`src/rtl/dense_layer_scheduler.sv`:
```
// rtl/dense_layer_scheduler.sv - sequences one time-shared MAC unit through a dense layer
// Per neuron: clear, stream NUM_INPUTS weight addresses, drain the ROM pipe, bias, activate, write.
module dense_layer_scheduler #(
  parameter int NUM_INPUTS  = 784,
  parameter int NUM_NEURONS = 16,
  parameter int ROM_LATENCY = 1,
  localparam int ADDR_W   = (NUM_INPUTS * NUM_NEURONS > 1) ? $clog2(NUM_INPUTS * NUM_NEURONS) : 1,
  localparam int IDX_W    = (NUM_INPUTS > 1) ? $clog2(NUM_INPUTS) : 1,
  localparam int NEURON_W = (NUM_NEURONS > 1) ? $clog2(NUM_NEURONS) : 1
) (
  input  logic                clock,
  input  logic                reset,
  input  logic                inputs_ready,
  output logic [ADDR_W-1:0]   weight_address,
  output logic [IDX_W-1:0]    input_index,
  output logic [NEURON_W-1:0] neuron_index,
  output logic                mac_clear,
  output logic                mac_enable,
  output logic                bias_add,
  output logic                activate,
  output logic                output_write,
  output logic                busy,
  output logic                outputs_ready
);

  typedef enum logic [2:0] {
    S_IDLE, S_CLEARING, S_ACCUMULATING, S_DRAINING,
    S_BIASING, S_ACTIVATING, S_WRITING, S_DONE
  } state_t;

  localparam logic [IDX_W-1:0]    ISSUE_LAST  = IDX_W'(NUM_INPUTS - 1);
  localparam logic [NEURON_W-1:0] NEURON_LAST = NEURON_W'(NUM_NEURONS - 1);
  localparam logic [ADDR_W-1:0]   ADDR_STRIDE = ADDR_W'(NUM_INPUTS);
  localparam logic [2:0]          DRAIN_LAST  = 3'((ROM_LATENCY > 0) ? ROM_LATENCY - 1 : 0);

  state_t                state, state_next;
  logic [IDX_W-1:0]      issue_index;
  logic [NEURON_W-1:0]   neuron_count;
  logic [ADDR_W-1:0]     addr_base;
  logic [2:0]            drain_count;
  logic                  issue_last, drain_last, neuron_last, busy_state;

  assign issue_last  = (issue_index == ISSUE_LAST);
  assign drain_last  = (drain_count == DRAIN_LAST);
  assign neuron_last = (neuron_count == NEURON_LAST);
  assign busy_state  = (state != S_IDLE) && (state != S_DONE);

  always_ff @(posedge clock or posedge reset) begin
    if (reset) state <= S_IDLE;
    else       state <= state_next;
  end

  always_comb begin
    state_next = state;
    case (state)
      S_IDLE:         if (inputs_ready) state_next = S_CLEARING;
      S_CLEARING:     state_next = S_ACCUMULATING;
      S_ACCUMULATING: if (issue_last) state_next = (ROM_LATENCY == 0) ? S_BIASING : S_DRAINING;
      S_DRAINING:     if (drain_last) state_next = S_BIASING;
      S_BIASING:      state_next = S_ACTIVATING;
      S_ACTIVATING:   state_next = S_WRITING;
      S_WRITING:      state_next = neuron_last ? S_DONE : S_CLEARING;
      S_DONE:         if (!inputs_ready) state_next = S_IDLE;
      default:        state_next = S_IDLE;
    endcase
    // Losing inputs_ready mid-layer abandons the layer from any working state.
    if (busy_state && !inputs_ready) state_next = S_IDLE;
  end

  always_ff @(posedge clock or posedge reset) begin
    if (reset) begin
      issue_index  <= '0;
      neuron_count <= '0;
      addr_base    <= '0;
      drain_count  <= '0;
    end else if (state_next == S_IDLE) begin
      issue_index  <= '0;
      neuron_count <= '0;
      addr_base    <= '0;
      drain_count  <= '0;
    end else begin
      case (state)
        S_ACCUMULATING: begin
          if (!issue_last) issue_index <= issue_index + IDX_W'(1);
          drain_count <= '0;
        end
        S_DRAINING: if (!drain_last) drain_count <= drain_count + 3'd1;
        S_WRITING: begin
          issue_index <= '0;
          if (!neuron_last) begin
            neuron_count <= neuron_count + NEURON_W'(1);
            addr_base    <= addr_base + ADDR_STRIDE;
          end
        end
        default: ;
      endcase
    end
  end

  // The MAC sees each weight ROM_LATENCY cycles after its address, so delay the enable and index to match.
  if (ROM_LATENCY == 0) begin : g_no_pipe
    assign mac_enable  = (state == S_ACCUMULATING);
    assign input_index = issue_index;
  end else begin : g_pipe
    logic [ROM_LATENCY-1:0] pipe_valid;
    logic [IDX_W-1:0]       pipe_index [ROM_LATENCY];

    always_ff @(posedge clock or posedge reset) begin
      if (reset) begin
        pipe_valid <= '0;
        for (int i = 0; i < ROM_LATENCY; i++) pipe_index[i] <= '0;
      end else if (state_next == S_IDLE) begin
        pipe_valid <= '0;
        for (int i = 0; i < ROM_LATENCY; i++) pipe_index[i] <= '0;
      end else begin
        pipe_valid[0] <= (state == S_ACCUMULATING);
        pipe_index[0] <= issue_index;
        for (int i = 1; i < ROM_LATENCY; i++) begin
          pipe_valid[i] <= pipe_valid[i-1];
          pipe_index[i] <= pipe_index[i-1];
        end
      end
    end

    assign mac_enable  = pipe_valid[ROM_LATENCY-1];
    assign input_index = pipe_index[ROM_LATENCY-1];
  end

  assign weight_address = addr_base + ADDR_W'(issue_index);
  assign neuron_index   = neuron_count;
  assign mac_clear      = (state == S_CLEARING);
  assign bias_add       = (state == S_BIASING);
  assign activate       = (state == S_ACTIVATING);
  assign output_write   = (state == S_WRITING);
  assign busy           = busy_state;
  assign outputs_ready  = (state == S_DONE);

endmodule

```
`config.mk`:
```
export PLATFORM = sky130hd
export DESIGN_NAME = dense_layer_scheduler
export DESIGN_NICKNAME = d
export VERILOG_FILES = /design/src/rtl/dense_layer_scheduler.sv
export SDC_FILE = /design/constraint.sdc
export NUM_CORES = 1
export LEC_CHECK = 0
export ABC_AREA = 1
export BUFFER_PORTS_ARGS = -buffer_cell sky130_fd_sc_hd__clkbuf_2
export CORE_MARGIN = 2
export CORE_UTILIZATION = 61
export CTS_CLUSTER_DIAMETER = 200
export DETAILED_ROUTE_END_ITERATION = 10
export PLACE_DENSITY = 0.94
export SYNTH_ARGS = -nofsm -noshare
export SYNTH_HDL_FRONTEND = slang
export SYNTH_SLANG_ARGS = --single-unit
export TNS_END_PERCENT = 20
```
`constraint.sdc`:
```
create_clock -name clock -period 4.17 [get_ports clock]
set_input_delay 0.2085 -clock clock [delete_from_list [all_inputs] [get_ports clock]]
set_output_delay 0.2085 -clock clock [all_outputs]
set_load 0.02 [all_outputs]
```
==> out/results.ini <==
[finish]
fin_cells=402
multi_input_comb_area_um2=1300
seqCellArea_um2=1030
final_util_pct=70.1
diodes=0
drive_above_1_share_pct=22.4
area_delta_synth_final_pct=9.67
nets=365
fillerInstances=334
stdcell_area_um2=2820

[run_status]
status=completed

[sta]
drv_slew=0
fmax_mhz=394
rsz0062_at_grt=false
fin_setup_tns_ns=0
finalCritPeriodShare_pct=60.8
max-slew-margin-rel_pct=57.2
setup_viol=0
clock_skew_ns=0.00652
period_minus_slack_ns=2.54
hold_violations=0
worst_slew_pin_slew_ns=0.642
holdWs_ns=0.00700

[power_and_ir_drop]
peakVddDrop_mv=0.358
cellPowerDensity_nw_per_um2=360
leakage_nw=1.57

[cts]
ctsResizeCount=0
h-tree-depth=2
clk_latency_ns=0.30
cts_hold_buf=0
cts_sinks=41
clk_path_buf_depth=2
root_buffer=clkbuf_8
cts_buffers=5
cts_tree=yes
clkTransAtPathRegs_ns=0.08
post-cts-setup-buffers=0

[critical_path]
cp-end-kind=output port
cp-start-kind=flop
cpPeakStageDelay_ns=0.51
critical_path_class=reg -> out
cp.required_ns=3.96
reg2reg_from=neuron_index[0]
path_cells=ha_1 -> a21oi_1 -> inv_1 -> nand2_1 -> nand3_1 -> nand3_1 -> nand2_1 -> nand2_1 -> clkbuf_2
arrival_ns=2.33
crit_fanout=10
reg2reg_to=neuron_index[2]
reg2reg_depth=7
cp_common_cell=nand2_1
rrSetupSlack_ns=2.51
crit_cells=9
path_delay_family=simple AND/OR/NAND/NOR gates
critPathBufInv=2
critPathSlowestCell=dfrtp_1

[grt]
overflow=0
grt_util_all_layers_pct=25.0
grt_pass1_vias=2006
antenna_found_initial=0
grt_first_pass_wirelength_um=8670
grt_max_degree=42

[die]
die_area_um2=4750
die_h_um=69.0
die_x_um=69.0
core_area_um2=4030
initial_core_util_pct=63.9
rows=23
ios=38

[logic_synthesis]
synth-seq-cells=41
ys.flop_type=dfrtp_1
avgSynthCellArea_um2=8.04
synthCells=320
synth_seq_area_share_pct=39.9
synth_cell_types=32
yosysWarnings=0
synth_area_um2=2570
synth-edff-count=0
synth_nets=334
postSynth.asyncResetShare_pct=100

[place]
place_hpwl_um=3790
placed_area_um2=2740
place_congestion=0.935
dpl.cell_count=394
io_buffers=37

[route]
drtPass1Iterations=4
wirelength_um=5270
post_drt_wl_per_cell_um=13.1
ant_nets=0
drtIter0Drc=123
route.detailed.drc=0
via_per_inst=5.41
dr_total_vias=2175

[min_path]
hp-class=in -> async

[flow_run]
drv_cap=0

-- through the flow --
step	total power, mW	worst slack [ns]
after floorplan	0.719	2.31
after global placement	0.764	2.15
after detailed placement	0.770	1.99
after CTS	1.02	1.65
after global routing	1.08	1.50
final	1.02	1.63
-- cell usage in the layout, fill, tap and decap left out, types with 2 or more instances in the layout --
cell type,netlist,final
a21oi_1,9,9
nand3_2,6,6
nor2_1,31,31
o21ai_0,2,2
o21ai_2,7,7
inv_2,3,3
clkinv_2,0,2
clkbuf_2,1,37
xnor2_1,5,5
nand2_2,4,4
clkbuf_8,0,5
nand3_1,29,29
ha_1,11,11
xor2_1,14,14
nand2_4,5,5
o21bai_1,2,2
a31oi_1,2,2
nand2_1,75,75
nand4_1,7,7
nor2_2,2,2
inv_1,40,40
nor2_4,5,5
dfrtp_1,41,41
-- cell families (layout without fill, tap and decap cells) --
logic type | after synthesis | after routing | share of synthesized area (%)
and+or+nand+nor | 167 | 167 | 32.2
buffers and inverters | 57 | 89 | 9.72
DFF | 41 | 41 | 39.9
AOI/OAI and AO/OA | 25 | 25 | 6.42
xor gates and xnor gates | 19 | 19 | 6.47
adders and majority gates | 11 | 11 | 5.35
-- registers in the layout, summed over array words and instances, names as in the netlist --
name	flops
issue_index	10
addr_base	10
neuron_index	4
mac_enable	1
state	3
input_index	10
drain_count	3
-- where the power goes --
group | internal, mW | switching [mW] | total, mW
sequential | 0.425 | 0.0434 | 0.468
clock | 0.116 | 0.136 | 0.252
combinational | 0.0864 | 0.208 | 0.295
-- cell type report --
class,count,share of cell area (%)
clock buffers,6,2.57
repair buffers,38,6.83
flip-flops and latches,41,36.3
multi-input cells,222,46.0
well taps,50,2.22
inverters,43,5.72
clock inverters,2,0.355
-- Yosys cell counts, types with 4 or more instances --
| master | number | area [µm²] |
|---|---|---|
| nand4_1 | 7 | 43.8 |
| nand3_2 | 6 | 60.1 |
| nand2_2 | 4 | 25.0 |
| inv_1 | 40 | 150 |
| o21ai_2 | 7 | 61.3 |
| nor2_4 | 5 | 56.3 |
| dfrtp_1 | 41 | 1030 |
| a21oi_1 | 9 | 45.0 |
| nor2_1 | 31 | 116 |
| xor2_1 | 14 | 123 |
| nand2_1 | 75 | 282 |
| clkbuf_1 | 6 | 22.5 |
| nand2_4 | 5 | 56.3 |
| xnor2_1 | 5 | 43.8 |
| ha_1 | 11 | 138 |
| nand3_1 | 29 | 145 |
-- worst min-delay path: stages --
cell and delay [ns]:
clkbuf_2 0.08, inv_1 0.04, buf_4 0.43
-- per-layer routing --
metal | wire length [µm] | vias to the layer above | GRT usage [%]
met5 | 0 | - | 0
met4 | 119 | 0 | 10.0
met3 | 251 | 15 | 5.03
met2 | 2710 | 62 | 44.8
met1 | 2180 | 1034 | 29.0
li1 | - | 1064 | -
-- worst max-delay path by stage --
stage	slack, ns	from	to
floorplan	2.31	addr_base[5]	weight_address[10]
detailed placement	1.99	issue_index[5]	weight_address[13]
finish	1.63	issue_index[5]	weight_address[13]
global route	1.50	issue_index[5]	weight_address[13]
global placement	2.15	issue_index[5]	weight_address[13]
CTS	1.65	issue_index[5]	weight_address[13]
(Power assumes the default switching activity.)
